File: src/rtl/bcd_stopwatch_core_pkg.sv
`default_nettype none
// ============================================================================
//  Module      : stopwatch_pkg
//  Description : Shared BCD limits, run-state encoding and nibble clamp helper
//                for the BCD stopwatch core.
//  Revision    : 1.0 - initial release
// ============================================================================
package stopwatch_pkg;

    localparam logic [3:0] BCD_MAX = 4'd9;
    localparam logic [3:0] BCD_MIN = 4'd0;

    typedef enum logic [0:0] {
        RUN_STOPPED = 1'b0,
        RUN_ACTIVE  = 1'b1
    } run_state_t;

    function automatic logic [3:0] bcd_clamp(input logic [3:0] nibble);
        return (nibble > BCD_MAX) ? BCD_MAX : nibble;
    endfunction

endpackage
`default_nettype wire

File: src/rtl/bcd_stopwatch_core_if.sv
`default_nettype none
// ============================================================================
//  Module      : bcd_stopwatch_core_if
//  Description : Control, preset and display bus of the BCD stopwatch core.
//  Revision    : 1.0 - initial release
// ============================================================================
interface bcd_stopwatch_core_if #(
    parameter int NUM_DIGITS = 4
);
    logic                      tick_en;
    logic                      start_stop_btn;
    logic                      lap_btn;
    logic                      clear;
    logic                      decrement;
    logic                      load;
    logic [4*NUM_DIGITS-1:0]   load_value;
    logic [4*NUM_DIGITS-1:0]   digits;
    logic [4*NUM_DIGITS-1:0]   lap_digits;
    logic                      running;
    logic                      done;

    modport master (
        output tick_en, start_stop_btn, lap_btn, clear, decrement, load, load_value,
        input  digits, lap_digits, running, done
    );

    modport slave (
        input  tick_en, start_stop_btn, lap_btn, clear, decrement, load, load_value,
        output digits, lap_digits, running, done
    );
endinterface
`default_nettype wire

File: src/rtl/bcd_stopwatch_core_digit_cell.sv
`default_nettype none
// ============================================================================
//  Module      : bcd_digit_cell
//  Description : One BCD digit register with load, up/down step and ripple
//                carry/borrow terms for the next-higher digit.
//  Revision    : 1.0 - initial release
// ============================================================================
module bcd_digit_cell
    import stopwatch_pkg::*;
(
    input  logic       clk,
    input  logic       reset,
    input  logic       en,
    input  logic       dir,
    input  logic       load,
    input  logic [3:0] load_val,
    input  logic       carry_in,
    input  logic       borrow_in,
    output logic [3:0] digit,
    output logic       carry_out,
    output logic       borrow_out
);

    logic [3:0] r_digit;

    // carry_in/borrow_in already encode "all lower digits at 9/0"
    always_ff @(posedge clk or posedge reset) begin
        if (reset) begin
            r_digit <= BCD_MIN;
        end else if (load) begin
            r_digit <= load_val;
        end else if (en) begin
            if (dir) begin
                if (borrow_in) begin
                    r_digit <= (r_digit == BCD_MIN) ? BCD_MAX : r_digit - 4'd1;
                end
            end else if (carry_in) begin
                r_digit <= (r_digit == BCD_MAX) ? BCD_MIN : r_digit + 4'd1;
            end
        end
    end

    assign digit      = r_digit;
    assign carry_out  = carry_in  & (r_digit == BCD_MAX);
    assign borrow_out = borrow_in & (r_digit == BCD_MIN);

endmodule
`default_nettype wire

File: src/rtl/bcd_stopwatch_core.sv
`default_nettype none
// ============================================================================
//  Module      : bcd_stopwatch_core
//  Description : N-digit BCD up/down stopwatch with tick enable, lap capture,
//                wrap or saturate-and-stop limit handling and terminal pulse.
//  Revision    : 1.0 - initial release
// ============================================================================
module bcd_stopwatch_core
    import stopwatch_pkg::*;
#(
    parameter int NUM_DIGITS = 4,
    parameter bit WRAP       = 1'b0
) (
    input  logic                  clk,
    input  logic                  reset,
    bcd_stopwatch_core_if.slave   bus
);

    localparam int c_W = 4 * NUM_DIGITS;

    logic             r_start_prev;
    logic             r_lap_prev;
    run_state_t       r_run;
    run_state_t       w_run_next;
    logic             r_done;
    logic             w_done_next;
    logic [c_W-1:0]   r_lap;

    logic             w_start_edge;
    logic             w_lap_edge;
    logic             w_step;
    logic             w_at_limit;
    logic             w_cell_en;
    logic             w_cell_load;
    logic [c_W-1:0]   w_load_nib;
    logic [c_W-1:0]   w_digits;
    logic [NUM_DIGITS:0] w_carry;
    logic [NUM_DIGITS:0] w_borrow;

    assign w_start_edge = bus.start_stop_btn & ~r_start_prev;
    assign w_lap_edge   = bus.lap_btn & ~r_lap_prev;
    assign w_step       = (r_run == RUN_ACTIVE) & bus.tick_en & ~bus.clear & ~bus.load;

    // The chain tails are 1 only when every digit sits at the limit
    assign w_at_limit   = bus.decrement ? w_borrow[NUM_DIGITS] : w_carry[NUM_DIGITS];
    assign w_cell_en    = w_step & (WRAP | ~w_at_limit);
    assign w_cell_load  = bus.clear | bus.load;

    assign w_carry[0]   = 1'b1;
    assign w_borrow[0]  = 1'b1;

    generate
        for (genvar i = 0; i < NUM_DIGITS; i++) begin : g_digit
            assign w_load_nib[i*4 +: 4] = bus.clear
                ? (bus.decrement ? BCD_MAX : BCD_MIN)
                : bcd_clamp(bus.load_value[i*4 +: 4]);

            bcd_digit_cell u_cell (
                .clk        (clk),
                .reset      (reset),
                .en         (w_cell_en),
                .dir        (bus.decrement),
                .load       (w_cell_load),
                .load_val   (w_load_nib[i*4 +: 4]),
                .carry_in   (w_carry[i]),
                .borrow_in  (w_borrow[i]),
                .digit      (w_digits[i*4 +: 4]),
                .carry_out  (w_carry[i+1]),
                .borrow_out (w_borrow[i+1])
            );
        end
    endgenerate

    always_comb begin
        w_run_next  = r_run;
        w_done_next = w_step & w_at_limit;
        if (bus.clear) begin
            w_run_next = RUN_STOPPED;
        end else begin
            if (w_start_edge) begin
                w_run_next = (r_run == RUN_ACTIVE) ? RUN_STOPPED : RUN_ACTIVE;
            end
            if (!WRAP && w_step && w_at_limit) begin
                w_run_next = RUN_STOPPED;
            end
        end
    end

    always_ff @(posedge clk or posedge reset) begin
        if (reset) begin
            r_start_prev <= 1'b0;
            r_lap_prev   <= 1'b0;
            r_run        <= RUN_STOPPED;
            r_done       <= 1'b0;
            r_lap        <= '0;
        end else begin
            r_start_prev <= bus.start_stop_btn;
            r_lap_prev   <= bus.lap_btn;
            r_run        <= w_run_next;
            r_done       <= w_done_next;
            if (bus.clear) begin
                r_lap <= '0;
            end else if (w_lap_edge) begin
                r_lap <= w_digits;
            end
        end
    end

    assign bus.digits     = w_digits;
    assign bus.lap_digits = r_lap;
    assign bus.running    = (r_run == RUN_ACTIVE);
    assign bus.done       = r_done;

endmodule
`default_nettype wire

File: src/flat_wrapper.sv
// flat-port wrapper written by rule: the top's interface ports become plain ports
module bcd_stopwatch_core_flat import stopwatch_pkg::*;
#(
    parameter int NUM_DIGITS = 4,
    parameter bit WRAP       = 1'b0
)
  (clk, reset, bus_tick_en, bus_start_stop_btn, bus_lap_btn, bus_clear, bus_decrement, bus_load, bus_load_value, bus_digits, bus_lap_digits, bus_running, bus_done);
  bcd_stopwatch_core_if #(.NUM_DIGITS(NUM_DIGITS)) bus_i ();
  input  logic clk;
  input  logic reset;
  input wire logic [$bits(bus_i.tick_en)-1:0] bus_tick_en;
  input wire logic [$bits(bus_i.start_stop_btn)-1:0] bus_start_stop_btn;
  input wire logic [$bits(bus_i.lap_btn)-1:0] bus_lap_btn;
  input wire logic [$bits(bus_i.clear)-1:0] bus_clear;
  input wire logic [$bits(bus_i.decrement)-1:0] bus_decrement;
  input wire logic [$bits(bus_i.load)-1:0] bus_load;
  input wire logic [$bits(bus_i.load_value)-1:0] bus_load_value;
  output wire logic [$bits(bus_i.digits)-1:0] bus_digits;
  output wire logic [$bits(bus_i.lap_digits)-1:0] bus_lap_digits;
  output wire logic [$bits(bus_i.running)-1:0] bus_running;
  output wire logic [$bits(bus_i.done)-1:0] bus_done;
  assign bus_i.tick_en = bus_tick_en;
  assign bus_i.start_stop_btn = bus_start_stop_btn;
  assign bus_i.lap_btn = bus_lap_btn;
  assign bus_i.clear = bus_clear;
  assign bus_i.decrement = bus_decrement;
  assign bus_i.load = bus_load;
  assign bus_i.load_value = bus_load_value;
  assign bus_digits = bus_i.digits;
  assign bus_lap_digits = bus_i.lap_digits;
  assign bus_running = bus_i.running;
  assign bus_done = bus_i.done;
  bcd_stopwatch_core #(.NUM_DIGITS(NUM_DIGITS), .WRAP(WRAP)) u_core (.clk(clk), .reset(reset), .bus(bus_i));
endmodule
File: config.mk
export PLATFORM = sky130hd
export DESIGN_NAME = bcd_stopwatch_core_flat
export DESIGN_NICKNAME = d
export VERILOG_FILES = /design/src/rtl/bcd_stopwatch_core_pkg.sv /design/src/rtl/bcd_stopwatch_core_if.sv /design/src/rtl/bcd_stopwatch_core_digit_cell.sv /design/src/rtl/bcd_stopwatch_core.sv /design/src/flat_wrapper.sv
export SDC_FILE = /design/constraint.sdc
export NUM_CORES = 1
export LEC_CHECK = 0
export BUFFER_PORTS_ARGS = -buffer_cell sky130_fd_sc_hd__buf_4
export CAP_MARGIN = 10
export CORE_ASPECT_RATIO = 0.75
export CORE_MARGIN = 3
export CORE_UTILIZATION = 30
export CTS_CLUSTER_DIAMETER = 50
export DETAILED_ROUTE_END_ITERATION = 16
export PLACE_DENSITY_LB_ADDON = 0.08
export SYNTH_ARGS = -nofsm -noshare
export SYNTH_HDL_FRONTEND = slang
export SYNTH_SLANG_ARGS = --single-unit
File: constraint.sdc
create_clock -name clk -period 2.2 [get_ports clk]
set_input_delay 0.22 -clock clk [delete_from_list [all_inputs] [get_ports clk]]
set_output_delay 0.22 -clock clk [all_outputs]
set_load 0.02 [all_outputs]
; ---- Yosys cells after proc, flatten, opt, wreduce, memory -nomap -nowiden
; Index checks and enable logic that the tools add are counted.
[totals]
ff_bits = 36
out_inout_bits = 34
[op_classes]
add_sub_neg = 8
reduce_logical = 14
n_mux = 42
bitwise = 19
eq_ne = 7
n_lt_le_gt_ge = 4
[op_table]
columns = operator, count
row1 = two-way mux 4 bit, 35
row2 = two-way mux 16 bit, 2
row3 = "adder 4 x 1 -> 4 bit, second input constant", 4
row4 = "== test 4 bit, second input constant", 4
row5 = "> comparator 4 bit, second input constant", 4
row6 = logical NOT 4 bit, 4
row7 = "subtractor 4 x 1 -> 4 bit, second input constant", 4
row8 = AND 1 bit, 13
row9 = nonzero test 3 bit, 4
row10 = "!= test 3 x 1 -> 1 bit, second input constant", 3
row11 = AND reduction 3 bit, 3
row12 = two-way mux 1 bit, 5
row13 = inverter 1 bit, 5
row14 = nonzero test 2 bit, 2
row15 = logical AND 1 bit, 1
row16 = OR 1 bit, 1

; ---- Longest topological paths before layout
[logic_depth]
ltp_word = 9
depth_mapped = 9
ltp_nobuf = 5

; ---- By module
; From an unflattened synthesis, not the netlist that was laid out.
[unflattened]
cells_unflattened = 283
hier_area_um2 = 2641.3
[modules_own_cells]
columns = module, cells_per_inst, area_each_um2, n_inst, seq_area_each_um2
row1 = bcd_digit_cell, 41, 386.6, 4, 100.1
row2 = bcd_stopwatch_core, 119, 1094.8, 1, 500.5

; ---- Worst setup path before layout
; Ideal clock, no wire load.
[synth_path]
kind = register -> register
from = reg u_core.g_digit[2].u_cell.r_digit[0]
to = reg u_core.g_digit[3].u_cell.r_digit[1]
t_arrival_ns = 1.912
n_path_buf = 0
period_less_slack_ns = 2.038
stages_incl_launch_ff = 6
setup_time_ns = 0.125
path_slack_ns = 0.162
cell_sequence = dfrtp_1 > or3b_4 > a211o_1 > nor4_4 > nand2b_4 > mux2_4
[synth_via]
elab_chain_len = 8
word_cells_on_any_way = 13
[synth_lines]
columns = element, line
row1 = start: declaration, bcd_stopwatch_core_digit_cell.sv:24  ; logic [3:0] r_digit;
row2 = start signal: assignment, bcd_stopwatch_core_digit_cell.sv:31  ; r_digit <= load_val;
row3 = start signal: assignment, bcd_stopwatch_core_digit_cell.sv:35  ; r_digit <= (r_digit == BCD_MIN) ? BCD_MAX : r_digit - 4'd1;
row4 = start signal: assignment, bcd_stopwatch_core_digit_cell.sv:38  ; r_digit <= (r_digit == BCD_MAX) ? BCD_MIN : r_digit + 4'd1;
row5 = == test 4 bit / logical NOT 4 bit (equally long branches), "bcd_stopwatch_core_digit_cell.sv:44, bcd_stopwatch_core_digit_cell.sv:45"
row6 = AND 1 bit (on tied branches) (2 in series), "bcd_stopwatch_core_digit_cell.sv:44, bcd_stopwatch_core_digit_cell.sv:45"
row7 = two-way mux 1 bit, bcd_stopwatch_core.sv:45  ; assign w_at_limit = bus.decrement ? w_borrow[NUM_DIGITS] : w_carry[NUM_DIGITS];
row8 = inverter 1 bit, bcd_stopwatch_core.sv:46  ; assign w_cell_en = w_step & (WRAP | ~w_at_limit);
row9 = AND 1 bit, bcd_stopwatch_core.sv:46
row10 = nonzero test 2 bit (no line), n/a
row11 = AND reduction 3 bit (no line) *, n/a
row12 = end signal: assignment, bcd_stopwatch_core_digit_cell.sv:31
row13 = end signal: assignment, bcd_stopwatch_core_digit_cell.sv:35
row14 = end signal: assignment, bcd_stopwatch_core_digit_cell.sv:38
row15 = end: declaration, bcd_stopwatch_core_digit_cell.sv:24
; Mark *: on every way between the ends. The rest lies on a longest branch, timed or not.
; A chain may end at the register's enable or synchronous reset.

; ---- Worst setup path in the final report
; Ends and elaborated chain as after synthesis.

==> flow_metrics.env <==
export IMPL_cts_resized=0
export IMPL_dp_cells=457
export IMPL_worst_slew_pin_transition_ns=0.626
export IMPL_drv_cap=0
export IMPL_synth_cell_types=64
export IMPL_core_mm2=0.00802
export IMPL_ys_seq_elements=36
export IMPL_outcome="complete, no violations"
export IMPL_relSlewSlack=0.583
export IMPL_fin_cells=465
export IMPL_synth_most_common_cell="nand2_1"
export IMPL_start_kind="flop"
export IMPL_post_cts_buffers=0
export IMPL_start_util=0.314
export IMPL_n_fill_cell=826
export IMPL_period_needed_ns=2.02
export IMPL_synth_common_cells="nand2_1, dfrtp_1, a21oi_1"
export IMPL_synth_cells=305
export IMPL_power_density_mw_per_mm2=583
export IMPL_tritoncts="yes"
export IMPL_grtUsageTotal=0.160
export IMPL_path_clk_slew_ns=0.08
export IMPL_fin_util=0.397
export IMPL_die_x_um=112
export IMPL_area_growth_pct=26.5
export IMPL_synth_area_per_cell_um2=8.27
export IMPL_totalWireLength_mm=7.29
export IMPL_comb_power_share=0.332
export IMPL_fmax_mhz=495
export IMPL_viasPerCell=5.18
export IMPL_finalPower_w=0.00186
export IMPL_final_antenna_net_count=0
export IMPL_cp_end_kind="flop"
export IMPL_first_iter_violations=113
export IMPL_grt_ovfl_total=0
export IMPL_numCtsBuffers=5
export IMPL_hold_violations=0
export IMPL_peakVddDrop_uv=219
export IMPL_place_port_buffers=57
export IMPL_dieHeight_um=85.4
export IMPL_switching_share=0.356
export IMPL_yosys_warnings=0
export IMPL_ys_flop_type="dfrtp_1"
export IMPL_drc=0
export IMPL_die_area_mm2=0.00955
export IMPL_worst_clock_skew_ns=0.00840
export IMPL_synthArstFlopShare=1.00
export IMPL_rows=28
export IMPL_p_leak_nw=1.41
export IMPL_clock_latency_ns=0.29
export IMPL_grt_start_max_net_pins=37
export IMPL_drv_slew=0
export IMPL_synth_top_area_frac=0.357
export IMPL_cp_required_ns=2.39
export IMPL_p_int_w=0.00120
export IMPL_fin_hold_ws_ns=0.0287
export IMPL_fin_crit_sh=0.917
export IMPL_fin_tns_setup_ns=0
export IMPL_htreeDepth=2
export IMPL_vias=2408
export IMPL_cts_sinks=36
export IMPL_pin_count=58
export IMPL_seqPwrFrac=0.404
export IMPL_cp_max_fo=3
export IMPL_critPathKind="reg2reg"
export IMPL_grt_setup_unrepaired="false"
export IMPL_yosys_top_cells_area="dfrtp_1, nand2_1, a21oi_1, clkbuf_1, nor2_1"
export IMPL_p_clk_frac=0.264
export IMPL_drive_gt1_frac=0.297
export IMPL_cts_root_buffer="clkbuf_8"
export IMPL_first_pass_iters=4
export IMPL_critical_path_arrival_ns=2.21
export IMPL_synth_top_area_cell="dfrtp_1"
export IMPL_n_antenna_cell=0
export IMPL_synth_fp_nets=329
export IMPL_p_sw_w=0.000662
export IMPL_yosysSeqAreaShare=0.357
export IMPL_grt_pass1_wl_mm=12.4
export IMPL_hold_path_class="in2async"
export IMPL_place_gp_congestion=0.778
export IMPL_antenna_found_initial=0
export IMPL_synth_area_mm2=0.00252
export IMPL_setup_viol=0
export IMPL_grt_pass1_vias=2357
export IMPL_cts_max_path_buffers=2
export IMPL_hpwl_mm=5.45
export IMPL_synth_edf_count=0
export IMPL_wl_per_cell_um=15.7
export IMPL_final_nets=383
export IMPL_postCtsHoldBufs=0
[power groups by stage]
| stage | Clock (W) | Sequential, W | Combinational, W |
|---|---|---|---|
| final | 0.000491 | 0.000751 | 0.000617 |
| after global placement | 0 | 0.000763 | 0.000623 |
| after detailed placement | 0 | 0.000763 | 0.000623 |
| after floorplan | 0 | 0.000810 | 0.000344 |
| after CTS | 0.000507 | 0.000751 | 0.000625 |
| after global routing | 0.000529 | 0.000761 | 0.000689 |
[registers in the layout, summed over array words and instances, names as in the netlist]
signal / flops
u_core.bus.lap_digits: 16
u_core.r_lap_prev: 1
u_core.bus.done: 1
u_core.g_digit.u_cell.digit: 16
u_core.bus.running: 1
u_core.r_start_prev: 1
[layer usage]
| metal | vias to the layer above | GRT usage | share of wire |
|---|---|---|---|
| li1 | 1190 | - | - |
| met1 | 1164 | 0.228 | 0.50 |
| met2 | 45 | 0.250 | 0.45 |
| met3 | 9 | 0.0306 | 0.036 |
| met4 | 0 | 0.0398 | 0.012 |
| met5 | - | 0 | 0 |
[critical path, stage by stage (launching register included)]
cell,delay (ns)
dfrtp_1,0.39
or3b_4,0.41
a211o_1,0.34
nor4_4,0.26
nand2b_4,0.21
mux2_4,0.30
[kinds of logic after synthesis]
logic type	synth area share
flops	0.357
mux	0.0471
compound gates	0.250
xor+xnor	0.0174
buf+inv	0.0576
simple gates	0.271
[final timing paths]
path / slack, ns / from / depth (start not counted) / end
min reg2reg: 0.52 / u_core.bus.lap_digits[14] / 2 / u_core.bus.lap_digits[14]
min in group clk: 0.04 / bus_start_stop_btn / 1 / u_core.r_start_prev
max reg2reg: 0.18 / u_core.g_digit[2].u_cell.digit[0] / 5 / u_core.g_digit[3].u_cell.digit[1]
min: 0.03 / reset / 3 / u_core.r_lap_prev
max: 0.18 / u_core.g_digit[2].u_cell.digit[0] / 5 / u_core.g_digit[3].u_cell.digit[1]
max in group asynchronous: 1.82 / reset / 3 / u_core.g_digit[1].u_cell.digit[0]
[cells in the final DEF, fill, tap and decap left out, types with 3 or more instances in the layout]
master     n
a21oi_1   29
a221oi_1   4
a31o_2     3
a31oi_1    5
and2_1     6
and3b_1    3
buf_4     75
clkbuf_8   5
dfrtp_1   36
inv_1      8
mux2_1     4
mux2_2     3
nand2_1   50
nand2b_1   9
nand3b_1   5
nor2_1    22
nor2b_1    9
nor3b_1    3
nor4_1     3
o211ai_1   4
o21ai_0   13
o22ai_1    4
xnor2_1    3
[layout make-up]
type                    instances  area, um^2  share of cell area
multi-input cells             233        1480               0.463
flip-flops and latches         36         901               0.283
well taps                     105         131              0.0412
repair buffers                 75         563               0.177
inverters                       8        30.0             0.00942
clock inverters                 3        18.8             0.00589
clock buffers                   5        68.8              0.0216
[per-stage QoR]
| step | area, um^2 | setup slack (ns) |
|---|---|---|
| after global routing | 3190 | 0.106 |
| after CTS | 3190 | 0.181 |
| after global placement | 3100 | 0.214 |
| final | 3190 | 0.182 |
| after floorplan | 2520 | 0.162 |
| after detailed placement | 3100 | 0.201 |
No activity file was read; power rests on OpenSTA's default activity.
